`config.mk`:
```
export PLATFORM = sky130hd
export DESIGN_NAME = button_detect
export DESIGN_NICKNAME = d
export VERILOG_FILES = /design/src/rtl/button_detect.sv
export SDC_FILE = /design/constraint.sdc
export NUM_CORES = 1
export LEC_CHECK = 0
export CAP_MARGIN = 20
export CORE_AREA = 2 2 39 41
export DETAILED_ROUTE_END_ITERATION = 6
export DIE_AREA = 0 0 41 43
export SLEW_MARGIN = 15
export SYNTH_ARGS = -nofsm -noshare
export SYNTH_HDL_FRONTEND = slang
export SYNTH_SLANG_ARGS = --single-unit
```
`constraint.sdc`:
```
create_clock -name clk_sys -period 1.76 [get_ports clk_sys]
set_input_delay 0.352 -clock clk_sys [delete_from_list [all_inputs] [get_ports clk_sys]]
set_output_delay 0.352 -clock clk_sys [all_outputs]
set_load 0.02 [all_outputs]
```
`src/rtl/button_detect.sv`:
```
// Push-button front end: synchronizes a raw button level, debounces it, and
// emits a single-cycle pulse on each accepted press.
module button_detect #(
  parameter int SYNC_STAGES     = 2,  // legal range 2..4
  parameter int DEBOUNCE_CYCLES = 1   // legal range 1..65535
) (
  input  logic clk_sys,
  input  logic rstn,
  input  logic button_in,
  output logic button_out
);

  // Counter only needs to reach DEBOUNCE_CYCLES-1; keep at least one bit.
  localparam int CW = (DEBOUNCE_CYCLES > 1) ? $clog2(DEBOUNCE_CYCLES) : 1;
  localparam logic [CW-1:0] CNT_MAX = CW'(DEBOUNCE_CYCLES - 1);

  logic [SYNC_STAGES-1:0] sync;
  logic                   btn_s;
  logic                   stable;
  logic [CW-1:0]          cnt;

  assign btn_s = sync[SYNC_STAGES-1];

  // NOTE: all state here is sequential, so every assignment is non-blocking;
  // this keeps the sync chain a true shift register instead of collapsing it.
  always_ff @(posedge clk_sys) begin
    if (rstn) begin
      sync       <= '0;
      stable     <= 1'b0;
      cnt        <= '0;
      button_out <= 1'b0;
    end else begin
      sync       <= {sync[SYNC_STAGES-2:0], button_in};
      button_out <= 1'b0;
      if (btn_s == stable) begin
        cnt <= '0;
      end else if (cnt == CNT_MAX) begin
        // Level persisted long enough: accept it; only a press pulses.
        stable     <= btn_s;
        cnt        <= '0;
        button_out <= btn_s;
      end else begin
        cnt <= cnt + CW'(1);
      end
    end
  end

endmodule

```
-- After elaboration in Yosys (flattened, before gate mapping)
Index checks and enable logic that the tools add are counted.
- add/subtract/negate cells: 1
- equality and inequality tests: 1
- bitwise gates (word level): 2
- reduce and logical (&&, ||, !) cells: 3
- operators by type and width (cell ; count):
    $reduce_or 3->1 ; 2
    $not 1->1 ; 2
    $reduce_and 2->1 ; 1
    $add 1x1->1 const B ; 1
    $eq 1x1->1 ; 1
- register bits: 5
- input bits: 3
- output and inout bits: 1
- logic and storage cells: 11

-- Logic depth before layout (Yosys ltp)
Gate-level depths: netlist of the first run.
- word-level depth: 3
- depth in mapped cells: 2
- mapped depth without buffers: 2

-- Least setup slack after synthesis of the first run
OpenSTA, ideal clock, no wires.
- path type: flip-flop to output port
- start: reg button_out
- end: out button_out
- arrival: 395 ps
- data required time: 1408 ps
- setup slack: 1013 ps
- cell stages (with the launch flop): 1
- buffers on the path: 0
- cells stage by stage: dfxtp_1
- RTL lines (element ; RTL line ; RTL):
    start: declaration ; 10 ; output logic button_out
    start signal: assignment ; 41 ; button_out <= btn_s;
No word-level cell between the ends.

-- Worst setup path in the final report of the first run
- start: reg button_out
- end: out button_out
No word-level cell between the ends.

==> results.json, run 1 <==
{
  "grt_max_degree": 5,
  "drt_iter0_markers": 0,
  "viasPerCell": 2.91,
  "worstPathArrival_ns": 1.15,
  "whs_path_depth": 1,
  "cp_max_fo": 1,
  "cts_buffer_depth": 2,
  "track_usage": 0.0452,
  "synth_common_cells": "5 x dfxtp_1, 2 x nor2b_1",
  "drc": 0,
  "stdcell_area_um2": 221,
  "ff2ff_setup_slack_ns": 1.03,
  "io_buffer_count": 3,
  "cp_top_family": "buffers and inverters",
  "worst_slack_ns": 0.257,
  "die_h_um": 43,
  "cts_buffers": 3,
  "critPathCapture": "button_out",
  "seq_area_frac_synth": 0.690,
  "crit_type": "register to output pin",
  "synth.top_cell.area_share": 0.690,
  "dr.pass1.iters": 1,
  "coreArea_um2": 1380,
  "slowest_delay_ns": 0.61,
  "synth_fp_nets": 14,
  "antenna_left": 0,
  "cts.clk_slew.worst_paths_ns": 0.04,
  "ff2ff_path_depth": 2,
  "synth_edf_count": 0,
  "status": "finished clean",
  "async_reset_ff_frac": 0,
  "dpl_cell_area_um2": 195,
  "grt_antenna_before_repair": 0,
  "fill_cells": 154,
  "rsz0062_at_grt": "no",
  "synth_area_per_cell_um2": 13.2,
  "fin_util": 0.160,
  "design.die.area_um2": 1760,
  "h-tree-depth": 1,
  "worstPathRequired_ns": 1.41,
  "syn_inst": 11,
  "synth_cell_types": 6,
  "clkLatencyLatePin_ns": 0.24,
  "final_hold_viol_count": 0,
  "grt_pass1_wl_um": 434,
  "fin_setup_tns_ns": 0,
  "grt_pass1_vias": 128,
  "gr-total-overflow": 0,
  "rows": 14,
  "chipWidth_um": 41,
  "post-cts-setup-buffers": 0,
  "drive_above_1_share": 0.222,
  "min_period_over_period": 0.854,
  "r2r-end": "stable$_SDFFE_PP0P_",
  "fin_crit_ns": 1.50,
  "hold_buffers": 0,
  "area_growth_pct": 52.6,
  "cts.root.buffer_cell": "clkbuf_4",
  "start_kind": "register",
  "endpoint_kind": "output pin",
  "yosys_warnings": 0,
  "ir_drop_mv": 0.295,
  "synth_top_area_cell": "dfxtp_1",
  "io_pins": 4,
  "skew_ns": 0.00115,
  "placedCellCount": 30,
  "worstSetupPathDepth": 1,
  "synth.most_common_cell": "dfxtp_1",
  "place_ws_ns": 0.497,
  "max_freq_mhz": 665,
  "cts_resized": 0,
  "yosys-top-cells-area": "dfxtp_1 69%, nor4b_2 10%, nor2b_1 8.6%",
  "instances_no_fill": 34,
  "p_total_mw": 0.260,
  "cpMaxStageDelayCell": "clkdlybuf4s50_1",
  "n_antenna_cell": 0,
  "critical_path.cell_chain": "clkdlybuf4s50_1",
  "crit_buf_inv": 1,
  "place_congestion": 0.487,
  "drv_cap": 0,
  "cts.sinks": 5,
  "vias": 99,
  "p_leak_nw": 0.0841,
  "hold_path.class": "register to register",
  "synthesis.area_um2": 145,
  "slew_violations": 0,
  "crit_start": "button_out$_SDFF_PP0_",
  "setup_violations": 0,
  "fin_nets": 22,
  "start_util": 0.105,
  "cts_tree": "built",
  "power_density_nw_per_um2": 1170,
  "synth_ff_type": "dfxtp_1",
  "avgRoutedWirePerCell_um": 7.88,
  "r2r-start": "cnt$_SDFF_PP0_",
  "hold_ws_ns": 0.446,
  "synth_seq_cells": 5,
  "wl_um": 268
}
cell type report:
cell class / count / area [µm²] / area share
Clock buffer: 4 / 26.3 / 0.119
Timing Repair Buffer: 3 / 30.0 / 0.136
Multi-Input combinational cell: 6 / 45.0 / 0.203
Sequential cell: 5 / 100 / 0.452
Tap cell: 16 / 20.0 / 0.0904
cells in the final DEF, fill, tap and decap left out:
master / instances
clkbuf_4: 3
conb_1: 1
nor2b_1: 2
nor2_1: 1
mux2i_1: 1
nor4b_2: 1
clkdlybuf4s50_1: 3
dfxtp_1: 5
clkbuf_1: 1
state kept, by name, summed over array words and instances (netlist names):
register,count
cnt,1
stable,1
button_out,1
sync,2
how the worst min path moves through the flow:
stage                                   start                    end  slack (ns)
after floorplan           stable$_SDFFE_PP0P_  button_out$_SDFF_PP0_        0.41
after global placement    stable$_SDFFE_PP0P_  button_out$_SDFF_PP0_        0.43
after detailed placement   sync[0]$_SDFF_PP0_     sync[1]$_SDFF_PP0_        0.44
after CTS                  sync[0]$_SDFF_PP0_     sync[1]$_SDFF_PP0_        0.45
after global routing       sync[0]$_SDFF_PP0_     sync[1]$_SDFF_PP0_        0.47
final                      sync[0]$_SDFF_PP0_     sync[1]$_SDFF_PP0_        0.45
cell families (layout without fill, tap and decap cells):
logic type    count (synthesis)  count (layout)  share of synthesized area
buf+inv                       0               7                          0
simple gates                  4               4                      0.215
other cells                   1               1                     0.0258
flops                         5               5                      0.690
mux                           1               1                     0.0690
power by group:
part	internal (mW)	total (mW)	switching [mW]
Sequential	0.118	0.120	0.00220
Clock	0.0855	0.129	0.0438
Combinational	0.00702	0.0106	0.00359
Total	0.211	0.260	0.0496
metal layers:
| layer | vias up | track usage | wire length (µm) |
|---|---|---|---|
| met3 | 0 | 0.0157 | 10 |
| li1 | 48 | - | - |
| met4 | 0 | 0.0800 | 0 |
| met2 | 4 | 0.0719 | 182 |
| met5 | - | 0 | 0 |
| met1 | 47 | 0.0226 | 74 |
Power figures use the tool's default switching activity.
==> run 2, diff against run 1 <==
--- a/config.mk
+++ b/config.mk
@@ -9,6 +9,7 @@
 export CORE_AREA = 2 2 39 41
 export DETAILED_ROUTE_END_ITERATION = 6
 export DIE_AREA = 0 0 41 43
+export GPL_ROUTABILITY_DRIVEN = 0
 export SLEW_MARGIN = 15
 export SYNTH_ARGS = -nofsm -noshare
 export SYNTH_HDL_FRONTEND = slang
==> constraint.sdc (replaced) <==
create_clock -name clk_sys -period 1.65 [get_ports clk_sys]
set_input_delay 0.33 -clock clk_sys [delete_from_list [all_inputs] [get_ports clk_sys]]
set_output_delay 0.33 -clock clk_sys [all_outputs]
set_load 0.02 [all_outputs]
==> results of run 2 <==
Same layout as run 1 (identical final DEF). Status: finished clean.
Among the figures that moved: setup slack after placement 0.497 ns -> 0.409 ns; setup slack after layout 0.257 ns -> 0.169 ns; register-to-register setup slack 1.03 ns -> 0.92 ns; total power 0.260 mW -> 0.278 mW; worst IR drop on VDD 0.295 mV -> 0.314 mV
==> run 3, diff against run 2 <==
--- a/config.mk
+++ b/config.mk
@@ -10,6 +10,7 @@
 export DETAILED_ROUTE_END_ITERATION = 6
 export DIE_AREA = 0 0 41 43
 export GPL_ROUTABILITY_DRIVEN = 0
+export GPL_TIMING_DRIVEN = 0
 export SLEW_MARGIN = 15
 export SYNTH_ARGS = -nofsm -noshare
 export SYNTH_HDL_FRONTEND = slang
==> results of run 3 <==
Same layout as run 1 (identical final DEF). Status: finished clean.
Among the figures that moved: setup slack after placement 0.497 ns -> 0.409 ns; setup slack after layout 0.257 ns -> 0.169 ns; register-to-register setup slack 1.03 ns -> 0.92 ns; total power 0.260 mW -> 0.278 mW; worst IR drop on VDD 0.295 mV -> 0.314 mV
